`src/rtl/therm2bin_enc_4bit.sv`:
```
// ---------------------------------------------------------------------------
// therm2bin_enc_4bit
//   Registered 15-bit thermometer to 4-bit binary encoder. It is the exact
//   inverse of the 4-bit binary-to-thermometer decoder: an all-zero word
//   encodes to 4'hF, and an all-ones word encodes to 4'h0. Words that are not
//   legal thermometer codes (bubbles) are flagged. A saturating counter
//   records those errors for debug.
//
//   Pipeline:
//     stage 1  captures therm_in on every edge; in_valid qualifies it
//     stage 2  encodes the captured word and drives the outputs
//   Latency is 2 edges. The block accepts one word per cycle and has no
//   back-pressure.
//
//   Optional build macro: THERM_BUBBLE_FIX_EN
//     When it is defined, the ones count is taken from a 3-tap
//     majority-filtered copy of the stage-1 word. The filter uses t[-1]=1 and
//     t[15]=0 at the edges. The filter sits inside stage 2, so latency does not
//     change. code_err and err_count always come from the raw word.
//
//   Parameters:
//     ERR_CNT_W   width of the saturating error counter (1..16)
//
//   Ports:
//     clk         clock; all state updates on posedge
//     resetb      synchronous active-low reset
//     therm_in    thermometer word; bit0 is the first segment to turn on
//     in_valid    therm_in is qualified this cycle
//     err_clr     synchronous clear of err_count (wins over an increment)
//     binary_out  encoded value, registered; held while no word is valid
//     out_valid   1-cycle pulse per accepted input
//     code_err    the word was not a legal thermometer code; qualified by
//                 out_valid
//     err_count   saturating count of code_err events
// ---------------------------------------------------------------------------

// Per-bit majority vote used by the bubble filter.
module therm2bin_maj_cell (
  input  logic i_a,
  input  logic i_b,
  input  logic i_c,
  output logic o_m
);
  assign o_m = (i_a & i_b) | (i_a & i_c) | (i_b & i_c);
endmodule

module therm2bin_enc_4bit #(
  parameter int ERR_CNT_W = 8
) (
  input  logic                 clk,
  input  logic                 resetb,
  input  logic [14:0]          therm_in,
  input  logic                 in_valid,
  input  logic                 err_clr,
  output logic [3:0]           binary_out,
  output logic                 out_valid,
  output logic                 code_err,
  output logic [ERR_CNT_W-1:0] err_count
);
  localparam int TW     = 15;
  localparam int STAGES = 2;

  typedef struct packed {
    logic [3:0] bin;
    logic       err;
  } s2_res_t;

  // State
  logic [TW-1:0]        r_s1_data;
  logic [STAGES:1]      r_vld_pipe;
  s2_res_t              r_s2;
  logic [ERR_CNT_W-1:0] r_err_cnt;

  // Stage-2 combinational
  logic [TW-1:0]        w_src;
  logic                 w_bubble;
  logic [3:0]           w_ones;
  logic                 w_err_inc;

`ifdef THERM_BUBBLE_FIX_EN
  // Extended word: index 0 is t[-1]=1 and index TW+1 is t[15]=0. Tap gi+1 is
  // the centre bit.
  logic [TW+1:0] w_ext;
  assign w_ext = {1'b0, r_s1_data, 1'b1};

  generate
    for (genvar gi = 0; gi < TW; gi++) begin : g_maj
      therm2bin_maj_cell u_maj (
        .i_a (w_ext[gi]),
        .i_b (w_ext[gi+1]),
        .i_c (w_ext[gi+2]),
        .o_m (w_src[gi])
      );
    end
  endgenerate
`else
  assign w_src = r_s1_data;
`endif

  // A legal thermometer word never has a set bit above a clear bit. That
  // check is the same as comparing the word with (1<<popcount)-1, but it does
  // not need a second ones count.
  assign w_bubble = |(r_s1_data[TW-1:1] & ~r_s1_data[TW-2:0]);

  // Ones count of the encoder source. The range is 0..15, so it fits in 4 bits.
  always_comb begin
    w_ones = '0;
    for (int i = 0; i < TW; i++)
      w_ones = w_ones + {3'b000, w_src[i]};
  end

  assign w_err_inc = r_vld_pipe[1] & w_bubble;

  // Stage 1: the data is captured unconditionally, and the valid bit
  // qualifies it.
  always_ff @(posedge clk) begin
    if (!resetb) begin
      r_s1_data  <= '0;
      r_vld_pipe <= '0;
    end else begin
      r_s1_data  <= therm_in;
      r_vld_pipe <= {r_vld_pipe[STAGES-1:1], in_valid};
    end
  end

  // Stage 2: binary_out holds while no word is valid. code_err is a pulse.
  always_ff @(posedge clk) begin
    if (!resetb) begin
      r_s2.bin <= 4'hF;
      r_s2.err <= 1'b0;
    end else if (r_vld_pipe[1]) begin
      r_s2.bin <= 4'd15 - w_ones;
      r_s2.err <= w_bubble;
    end else begin
      r_s2.err <= 1'b0;
    end
  end

  // The counter steps on the same edge that presents the error. A clear
  // takes priority over the increment, and the counter stops at all-ones.
  always_ff @(posedge clk) begin
    if (!resetb)
      r_err_cnt <= '0;
    else if (err_clr)
      r_err_cnt <= '0;
    else if (w_err_inc && (r_err_cnt != {ERR_CNT_W{1'b1}}))
      r_err_cnt <= r_err_cnt + 1'b1;
  end

  assign binary_out = r_s2.bin;
  assign code_err   = r_s2.err;
  assign out_valid  = r_vld_pipe[STAGES];
  assign err_count  = r_err_cnt;

endmodule

```
`config.mk`:
```
export PLATFORM = sky130hd
export DESIGN_NAME = therm2bin_enc_4bit
export DESIGN_NICKNAME = d
export VERILOG_FILES = /design/src/rtl/therm2bin_enc_4bit.sv
export SDC_FILE = /design/constraint.sdc
export NUM_CORES = 1
export LEC_CHECK = 0
export ABC_CLOCK_PERIOD_IN_PS = 4950
export CORE_MARGIN = 5
export CORE_UTILIZATION = 50
export CTS_CLUSTER_SIZE = 16
export DETAILED_ROUTE_END_ITERATION = 16
export PLACE_DENSITY = 0.78
export SLEW_MARGIN = 20
export SYNTH_ARGS = -nofsm -noshare
export SYNTH_HDL_FRONTEND = slang
export SYNTH_SLANG_ARGS = --single-unit
export TNS_END_PERCENT = 50
```
`constraint.sdc`:
```
create_clock -name clk -period 4.95 [get_ports clk]
set_input_delay 0.7425 -clock clk [delete_from_list [all_inputs] [get_ports clk]]
set_output_delay 0.7425 -clock clk [all_outputs]
set_load 0.03 [all_outputs]
```
## Word level (Yosys, flattened, before mapping)

Index checks and enable logic that the tools add are counted.

| word-level totals | value |
|---|---|
| output and inout bits | 14 |
| register bits | 30 |
| logic and storage cells | 30 |
| bits of input ports | 19 |

| cells by class | value |
|---|---|
| reductions and logical operators | 4 |
| add/sub/neg operators | 16 |
| bitwise logic cells | 4 |
| eq/ne operators | 1 |

Operators by type and width:

| operator | count |
|---|---|
| $add A4 B1 Y4 | 11 |
| $and A14 B14 Y14 | 1 |
| $not A14 Y14 | 1 |
| $reduce_or A14 Y1 | 1 |
| $add A8 B1 Y8 const B | 1 |
| $ne A8 B8 Y1 const B | 1 |
| $add A3 B1 Y4 | 1 |
| $sub A4 B4 Y4 const A | 1 |
| $add A2 B1 Y3 | 1 |
| $add A1 B1 Y2 | 1 |
| $reduce_and A2 Y1 | 1 |
| $reduce_or A2 Y1 | 1 |
| $and A1 B1 Y1 | 1 |
| $logic_and A1 B1 Y1 | 1 |
| $not A1 Y1 | 1 |

## Depth between registers and ports, before layout

Gate-level depths: netlist of the first run.

| depth | value |
|---|---|
| depth after elaboration | 15 |
| gate-level depth with buffers | 17 |
| gate-level depth less buffers | 17 |

## Least setup slack after synthesis of the first run

OpenSTA, ideal clock, no wires.

| path | value |
|---|---|
| path type | register to register |
| start point | register r_s1_data[1] |
| end point | register r_s2, in the netlist binary_out[3] |
| setup slack | 1.218 ns |
| period minus slack after synthesis | 3.732 ns |
| path buffers | 0 |
| cell stages (with the launch flop) | 18 |
| data arrival time | 3.607 ns |
| required time | 4.825 ns |
| setup time | 0.125 ns |
| path through | dfxtp_1 > inv_1 > fa_1 > inv_1 > ha_1 > inv_1 > fa_1 > inv_1 > fa_1 > fa_1 > ha_1 > inv_1 > ha_1 > nor2_1 > xnor2_1 > xnor2_1 > mux2i_1 > nand2_1 |

| between the ends | value |
|---|---|
| longest elaborated chain between the ends | 15 |

Ends and longest elaborated chain:

| item | RTL line | RTL |
|---|---|---|
| start, declared | 69 | `logic [TW-1:0] r_s1_data;` |
| start signal, assigned | 121 | `r_s1_data <= therm_in;` |
| $add A1 B1 Y2 | 109 | `w_ones = w_ones + {3'b000, w_src[i]};` |
| $add A2 B1 Y3 | 109 |  |
| $add A3 B1 Y4 | 109 |  |
| $add A4 B1 Y4 (11 in a row) | 109 |  |
| $sub A4 B4 Y4 | 132 | `r_s2.bin <= 4'd15 - w_ones;` |
| end, declared | 71 | `s2_res_t r_s2;` |

Every way passes these cells.
A chain may end at the register's enable or synchronous reset.

## Final worst setup path of the first run

| path | value |
|---|---|
| start point | register r_s1_data[5] |
| end point | register r_s2, in the netlist binary_out[3] |

| between the ends | value |
|---|---|
| longest elaborated chain between the ends | 11 |

Ends and longest elaborated chain:

| item | RTL line |
|---|---|
| $add A4 B1 Y4 (10 in a row) | 109 |
| $sub A4 B4 Y4 | 132 |

Every way passes these cells.

==> flow_summary.ini, run 1 <==
[floorplan]
dieWidth_um = 66.3
initial_core_util_pct = 52.0
core_area_sq_um = 3050
ioPinCount = 33
die-area_sq_um = 4400
rows = 20
die_h_um = 66.3

[yosys]
synth_area_sq_um = 1590
syn_inst = 165
ys_top_cells_by_area = dfxtp_1, fa_1, ha_1, and2_1, inv_1
synth_flop_cell = dfxtp_1
synth_edf_count = 0
synth_area_leader_cell = dfxtp_1
synth.avg_cell_area_sq_um = 9.62
synthesis.nets = 204
seq_area_frac_synth_pct = 37.9
ys_ff_latch = 30
yosys_warnings = 0
ys_top_cells_by_count = dfxtp_1, inv_1, and2_1
ys_async_sr_fraction_pct = 0
yosysMostFrequentCell = dfxtp_1
synth_cell_types = 30
synth_top_area_share_pct = 37.9

[sta]
fin_crit_ns = 4.01
fmax_ghz = 0.249
finalCritPeriodShare_pct = 81.1
relSlewSlack_pct = 47.2
setup_viol = 0
grt_setup_unrepaired = no
skew_ns = 0.00567
final.setup.tns_ns = 0
slew_violations = 0
tightestPinTransition_ns = 0.790
holdWs_ns = 0.488
hold_viol = 0
timing.final.ws_setup_ns = 0.935

[setup_path]
rr_worst_depth = 17
arrival_ns = 4.20
crit_path_end_kind = flop
crit_path_end = binary_out[3]$_SDFFE_PN1P_
crit_required_ns = 5.14
ff2ff_setup_slack_ns = 0.94
critPathLaunchType = flop
r2r_end = binary_out[3]$_SDFFE_PN1P_
crit_start = r_s1_data[5]$_SDFF_PN0_
crit_type = flop to flop
cp_max_fo = 3
r2r_start = r_s1_data[5]$_SDFF_PN0_

[power]
leakagePower_nw = 0.818
p_sw_share_pct = 30.8
p_clk_share_pct = 24.8
pwr-share-comb_pct = 30.8
max-vdd-ir-drop_v = 0.000179
power_mw = 0.601
p_switching_mw = 0.185
p_seq_share_pct = 44.4
powerDensity_nw_per_um2 = 303
p_int_mw = 0.416

[routing]
first_iter_violations = 34
drc = 0
vias = 1194
ant_nets = 0
vias_per_cell = 4.89
drtPass1Iterations = 4
detail_route.wl_per_cell_um = 12.4
wirelength_um = 3040

[final_layout]
regArea_sq_um = 601
diodes = 0
fillers = 277
multiInputGateArea_sq_um = 853
syn2layout_area_growth_pct = 25.2
drive_gt1_share_pct = 5.00
stdcell_area_sq_um = 1990
final_nets = 238

[clock_tree]
cts.sinks = 30
clk_pin_slew_worst_paths_ns = 0.09
cts_setup_buffers = 0
h-tree-depth = 2
tritoncts = done
numCtsBuffers = 5
postCtsResizedCells = 0
cts_hold_buf = 0
root_buffer = clkbuf_4
clock_path_buffers = 2
insertion_delay_ns = 0.32

[grt]
grt_use_met2_pct = 29.2
grt_max_degree = 25
busiest_layer = met2
grt_use_total_pct = 16.5
grt_pass1_vias = 1281
gr-total-overflow = 0
use_met1_pct = 17.3
grtUsageMet3_pct = 7.31
antenna_found_initial = 0
grt_pass1_wl_um = 5460

[placed_design]
io_buffers = 32
preCtsSetupSlack_ns = 0.894
place_area_sq_um = 1930
dp_hpwl_um = 2490
gp_congestion = 0.806

[job]
cap_violations = 0

[min_path]
hold_class = flop to flop

[outcome]
outcome = completed
==> layout by cell type, fill, tap and decap left out, types with 2 or more instances in the layout <==
master and count:
fa_1 8, xnor2_1 3, inv_1 26, nor2_1 3
o31ai_1 3, o2111ai_2 2, or3_1 5, nand2b_1 12
and2_1 17, a21oi_1 6, or4_1 2, o21ai_0 3
nor2b_1 2, clkdlybuf4s50_1 32, o21ai_1 3, nand4_1 2
dfxtp_1 30, nand2_1 9, nand3_1 4, ha_1 12
clkbuf_4 5
==> flip-flops by register name, indices dropped and copies added (netlist names) <==
name	count
binary_out	4
code_err	1
err_count	8
r_s1_data	15
r_vld_pipe	2
==> per-layer routing <==
layer | up-vias | share of wire [%]
met5 | - | 0
met4 | 0 | 1.6
met3 | 5 | 5.1
met2 | 27 | 53
met1 | 557 | 41
li1 | 605 | -
==> how the worst min path moves through the flow <==
| stage | startpoint | end | slack (ns) | cells after the start |
|---|---|---|---|---|
| finish | binary_out[2]$_SDFFE_PN1P_ | binary_out[2]$_SDFFE_PN1P_ | 0.49 | 2 |
| global route | binary_out[2]$_SDFFE_PN1P_ | binary_out[2]$_SDFFE_PN1P_ | 0.53 | 2 |
| CTS | binary_out[2]$_SDFFE_PN1P_ | binary_out[2]$_SDFFE_PN1P_ | 0.49 | 2 |
| detailed placement | binary_out[2]$_SDFFE_PN1P_ | binary_out[2]$_SDFFE_PN1P_ | 0.46 | 2 |
| global placement | binary_out[1]$_SDFFE_PN1P_ | binary_out[1]$_SDFFE_PN1P_ | 0.46 | 2 |
| floorplan | r_vld_pipe[1]$_SDFF_PN0_ | r_vld_pipe[2]$_SDFF_PN0_ | 0.62 | 2 |
==> power groups by stage <==
stage	registers [mW]	clock network, mW	logic, mW
after floorplan	0.286	0	0.114
after global placement	0.272	0	0.177
after detailed placement	0.273	0	0.190
after CTS	0.267	0.154	0.191
after global routing	0.270	0.167	0.215
final	0.267	0.149	0.185
==> final cells by class <==
cell class                 count  share of cell area, %
multi-input combinational    104                   42.9
sequential                    30                   30.2
timing repair buffer          32                   16.1
inverter                      26                   4.91
clock buffer                   7                   2.77
tap                           44                   2.77
clock inverter                 1                  0.252
==> worst max-delay path: stages, from the launching register on <==
cell and delay [ns]:
dfxtp_1 0.39, inv_1 0.07, fa_1 0.44, inv_1 0.06
ha_1 0.14, inv_1 0.06, fa_1 0.50, inv_1 0.05
fa_1 0.45, fa_1 0.47, ha_1 0.29, inv_1 0.04
ha_1 0.29, nor2_1 0.13, xnor2_1 0.16, xnor2_1 0.10
mux2i_1 0.16, nand2_1 0.07
==> kinds of logic (layout without fill, tap and decap cells) <==
family | after synthesis | in the layout | synth area share [%]
DFF | 30 | 30 | 37.9
buffers and inverters | 31 | 66 | 8.36
muxes | 1 | 1 | 0.631
and+or+nand+nor | 57 | 57 | 20.4
adders and majority gates | 20 | 20 | 19.6
xor gates and xnor gates | 3 | 3 | 1.66
AOI/OAI and AO/OA | 23 | 23 | 11.5
==> per-stage QoR <==
stage,util (%),std cells
2_1_floorplan,-,165
3_3_place_gp,63.1,236
3_5_place_dp,63.1,236
4_1_cts,65.1,244
5_1_grt,65.1,244
6_report,65.1,244
No activity file was read; power rests on OpenSTA's default activity.
==> run 2, diff against run 1 <==
Settings changed: ABC_CLOCK_PERIOD_IN_PS 4950 to 4100.
Clock period 4.95 ns to 4.1 ns, I/O delays scaled along.
==> flow_summary.ini, run 2 (synthesis results as in run 1) <==
[clock_tree]
tritoncts = done
root_buffer = clkbuf_4
insertion_delay_ns = 0.33
clock_path_buffers = 2
clk_pin_slew_worst_paths_ns = 0.09
cts.sinks = 30
numCtsBuffers = 5
cts_hold_buf = 0
h-tree-depth = 2

[sta]
fin_crit_ns = 3.88
relSlewSlack_pct = 46.1
timing.final.ws_setup_ns = 0.221
setup_viol = 0
final.setup.tns_ns = 0
hold_viol = 0
finalCritPeriodShare_pct = 94.6
skew_ns = 0.00783
tightestPinTransition_ns = 0.806
grt_setup_unrepaired = no
fmax_ghz = 0.258
slew_violations = 0

[grt]
grt_use_met2_pct = 29.2
busiest_layer = met2
grt_use_total_pct = 16.5
grt_pass1_vias = 1281
grt_pass1_wl_um = 5460
grtUsageMet3_pct = 7.31
grt_max_degree = 25
use_met1_pct = 17.3
antenna_found_initial = 0
gr-total-overflow = 0

[floorplan]
rows = 20
die_h_um = 66.3
initial_core_util_pct = 52.0
die-area_sq_um = 4400
ioPinCount = 33
dieWidth_um = 66.3
core_area_sq_um = 3050

[routing]
drtPass1Iterations = 4
vias_per_cell = 4.89
first_iter_violations = 33
drc = 0
detail_route.wl_per_cell_um = 12.8
wirelength_um = 3140
vias = 1204
ant_nets = 0

[setup_path]
critPathLaunchType = flop
cp_top_family = adder cells
crit_path_end_kind = flop
crit_chain = inv_1 -> fa_1 -> inv_1 -> ha_1 -> inv_1 -> fa_1 -> inv_1 -> fa_2 -> fa_1 -> ha_1 -> inv_1 -> ha_4 -> nor2_2 -> xnor2_1 -> xnor2_1 -> mux2i_1 -> nand2_1
slowest_delay_ns = 0.49
critPathMostFrequentCell = inv_1
crit_required_ns = 4.28
cp_max_fo = 3
crit_path_top_delay_cell = fa_1
arrival_ns = 4.06
crit_buf_inv = 5
crit_type = flop to flop

[power]
power_mw = 0.755
leakagePower_nw = 0.829
max-vdd-ir-drop_v = 0.000217
powerDensity_nw_per_um2 = 373

[final_layout]
largest_reg_flops = 15
top_register = r_s1_data
final_nets = 240
layout_common_cells = clkdlybuf4s50_1, inv_1, dfxtp_1, and2_1, nand2b_1
drive_gt1_share_pct = 9.41
diodes = 0
final_common_cell = clkdlybuf4s50_1
syn2layout_area_growth_pct = 27.6

[placed_design]
gp_congestion = 0.806
io_buffers = 32
preCtsSetupSlack_ns = 0.0441
dp_hpwl_um = 2490

[outcome]
outcome = completed

[job]
cap_violations = 0

[min_path]
hold_class = flop to flop
[run 2: cell types whose count changed in the layout (fill, tap and decap cells not counted), sizes merged]
cell / change
buf: +2
[run 2: final timing paths]
check	startpoint	to	slack (ns)	cells after the start
setup / recovery	r_s1_data[3]$_SDFF_PN0_	binary_out[3]$_SDFFE_PN1P_	0.22	17
hold / removal	binary_out[2]$_SDFFE_PN1P_	binary_out[2]$_SDFFE_PN1P_	0.49	2
setup reg to reg	r_s1_data[3]$_SDFF_PN0_	binary_out[3]$_SDFFE_PN1P_	0.22	17
hold reg to reg	binary_out[2]$_SDFFE_PN1P_	binary_out[2]$_SDFFE_PN1P_	0.49	2
[run 2: layout make-up]
class | count | area (sq um)
Sequential cell | 30 | 606
Clock inverter | 1 | 5.00
Fill cell | 267 | 1030
Timing Repair Buffer | 34 | 335
Clock buffer | 7 | 55.1
Inverter | 26 | 97.6
Tap cell | 44 | 55.1
Multi-Input combinational cell | 104 | 871
[run 2: stage by stage]
step	hold slack, ns	utilization [%]	std cells	area (sq um)
floorplan	0.616	-	165	1590
global placement	0.463	63.1	236	1930
detailed placement	0.465	63.1	236	1930
CTS	0.490	65.1	244	1990
global route	0.527	66.3	246	2020
finish	0.487	66.3	246	2020
[run 2: tightest hold or removal path: stages, from the launching register on]
cell,delay (ns)
dfxtp_1,0.33
o21ai_0,0.07
nand2_1,0.06
[run 2: power by group]
| part | leakage, nW | total [mW] | switching (mW) | internal, mW |
|---|---|---|---|---|
| Sequential | 0.248 | 0.323 | 0.0123 | 0.310 |
| Clock | 0.0353 | 0.181 | 0.0983 | 0.0830 |
| Combinational | 0.545 | 0.251 | 0.125 | 0.126 |
[run 2: what timing repair did]
| item | in CTS | in global routing |
|---|---|---|
| endpoints found under the setup margin | 0 | 1 |
| setup buffers | 0 | 2 |
| resized for setup | 0 | 7 |
[run 2: per-layer routing]
layer | up-vias | routed length [um]
met5 | - | 0
met4 | 0 | 30
met3 | 4 | 155
met2 | 25 | 1670
met1 | 563 | 1280
li1 | 612 | -
==> run 3, diff against run 2 <==
Settings changed: GPL_ROUTABILITY_DRIVEN set to 1.
==> results of run 3 <==
Final layout, timing and power as in run 2 (identical DEF).
==> variant (flow settings as in run 2) <==
Add an input register stage for `therm_in`, `in_valid` and `err_clr`; this delays them by one clock. Comments in the files are not updated.
--- a/src/rtl/therm2bin_enc_4bit.sv
+++ b/src/rtl/therm2bin_enc_4bit.sv
@@ -66,4 +66,14 @@
   } s2_res_t;
 
+  logic [14:0] therm_q;
+  logic in_valid_q;
+  logic err_clr_q;
+
+  always_ff @(posedge clk) begin
+    therm_q    <= therm_in;
+    in_valid_q <= in_valid;
+    err_clr_q  <= err_clr;
+  end
+
   // State
   logic [TW-1:0]        r_s1_data;
@@ -119,6 +129,6 @@
       r_vld_pipe <= '0;
     end else begin
-      r_s1_data  <= therm_in;
-      r_vld_pipe <= {r_vld_pipe[STAGES-1:1], in_valid};
+      r_s1_data  <= therm_q;
+      r_vld_pipe <= {r_vld_pipe[STAGES-1:1], in_valid_q};
     end
   end
@@ -142,5 +152,5 @@
     if (!resetb)
       r_err_cnt <= '0;
-    else if (err_clr)
+    else if (err_clr_q)
       r_err_cnt <= '0;
     else if (w_err_inc && (r_err_cnt != {ERR_CNT_W{1'b1}}))
Function: changed (a bounded check fails within 4 cycles, from zero or initial values and one cycle with resetb low).
==> variant against run 2 <==
- sequential cell count increased by 17
- worst setup slack gained 8.2 ps
- non-clock buffer count decreased by 2
- synthesized area is 24% higher
- design area is 20% higher
- sequential share of layout area grew 8.9 points
- total power up 36%
- wire length increased by 5.8%
==> variant: results (changes against run 2) <==
status complete, no violations; Setup Skew 10.5 ps (+2.63 ps); HP Class register to register; fraction of registers with async set/reset 0% (unchanged); Final min period 3870 ps (-8.21 ps); fillers 315 (+18%); DP HPWL 2430 µm (-2.2%); worst-skew pair later-pin latency 300 ps (-30 ps); fin cells 269 (+9.3%); Post-CTS Setup Inserts 0 (unchanged); largest delay contributor family on the critical path adder cells; Bufs on Longest Clock Path 2 (unchanged); input/output buffers 32 (unchanged); NumNets Final 259 (+7.9%); Root Buffer clkbuf_8; detailed router's first-iteration violation count 37 (+12%); ys flop type dfxtp_1; relative slew slack 56.7% (+11 points); global-route wire length before repair 5510 µm (+0.90%); H-tree Lvls 2 (unchanged); distinct cell type count after synthesis 39 (+30%); Lkg Pwr 0.998 nW (+20%); Seq/Total Area, Yosys 47.9% (+10 points); CP max stage cell fa_1; crit path DAT 4050 ps (about the same); internal power 733 µW (+41%); CTS Buf Count 5 (unchanged); Place WS 93.7 ps (+49.6 ps); vias in the first global route 1274 (-0.55%); Post-CTS Resized 0 (unchanged); Tot GR Track Use 13.6% (-3.0 points); Area contributors post-synth dfxtp_1 (48%), fa_1 (8.2%), ha_1 (7.6%), and2_1 (6.1%), inv_1 (5.0%); VDD IR max 0.305 mV (+41%); CP max FO 2 (-1); GPL Wtd Cong 0.770 (-4.5%); Synth Warn # 0 (unchanged); first drt pass iteration count 4 (unchanged); Area after DPL 0.00232 mm² (+21%); CTS clk-pin slew, worst paths 90 ps (about the same); r2r setup slk between 200 and 250 ps; Commonest cells post-synth dfxtp_1 (47), inv_1 (26), and2_1 (19), ha_1 (12), nand2_1 (10); initial antenna violation count 0 (unchanged); largest net degree at the start of global routing 25 (unchanged); via/cell ratio 4.85 (-0.88%); overall routed net length 3320 µm (+5.8%); syn_nets 225 (+10%); layout cells sized above 1 10.9% (+1.5 points); CP peak stage delay 490 ps (about the same); Mean Syn Cell Area 10.6 µm² (+9.8%)
variant: cell count changes after synthesis, sizes merged, moves of 2 or more:
cell / delta
dfxtp: +17
nand2b: -7
nor2: +6
and2: +5
or3: -4
nor3: +2
variant: final timing paths:
| kind | from | end | depth (start not counted) |
|---|---|---|---|
| setup / recovery | r_s1_data[4]$_SDFF_PN0_ | binary_out[3]$_SDFFE_PN1P_ | 17 |
| hold / removal | therm_q[14]$_DFF_P_ | r_s1_data[14]$_SDFF_PN0_ | 1 |
| setup reg to reg | r_s1_data[4]$_SDFF_PN0_ | binary_out[3]$_SDFFE_PN1P_ | 17 |
| hold reg to reg | therm_q[14]$_DFF_P_ | r_s1_data[14]$_SDFF_PN0_ | 1 |
variant: metrics by stage:
stage | hold WS (ps) | utilization (%)
4_1_cts | 432 | 64.4
3_3_place_gp | 415 | 62.1
2_1_floorplan | 412 | -
6_report | 425 | 65.0
5_1_grt | 452 | 65.0
3_5_place_dp | 417 | 62.1
variant: final cells by class:
cell class | count | area (µm²) | share of cell area [%]
flip-flops and latches | 47 | 945 | 38.8
well taps | 48 | 60.1 | 2.47
repair buffers | 32 | 320 | 13.2
multi-input cells | 108 | 922 | 37.9
clock buffers | 6 | 72.6 | 2.98
clock inverters | 2 | 16.3 | 0.668
inverters | 26 | 97.6 | 4.01
variant: logic make-up (layout without fill, tap and decap cells):
group           Yosys count  after routing  share of synthesized area (%)
xor+xnor                  3              3                           1.34
compound gates           24             24                           11.0
simple gates             60             60                           17.4
buf+inv                  31             66                           5.99
mux                       1              1                          0.510
fa+ha+maj                20             20                           15.8
flops                    47             47                           47.9
variant: metal layers:
layer	part of all wire [%]	up-vias	track usage, %
met3	4.1	6	2.89
met1	46	598	17.2
met4	2.4	0	8.61
met5	0	-	0
met2	47	28	20.9
li1	-	673	-
variant: power by group through the flow:
stage	Sequential (mW)	Combinational, mW	Clock, mW
after floorplan	0.525	0.142	0
after global routing	0.503	0.292	0.306
after detailed placement	0.509	0.230	0
after global placement	0.509	0.219	0
final	0.500	0.253	0.277
after CTS	0.499	0.231	0.287
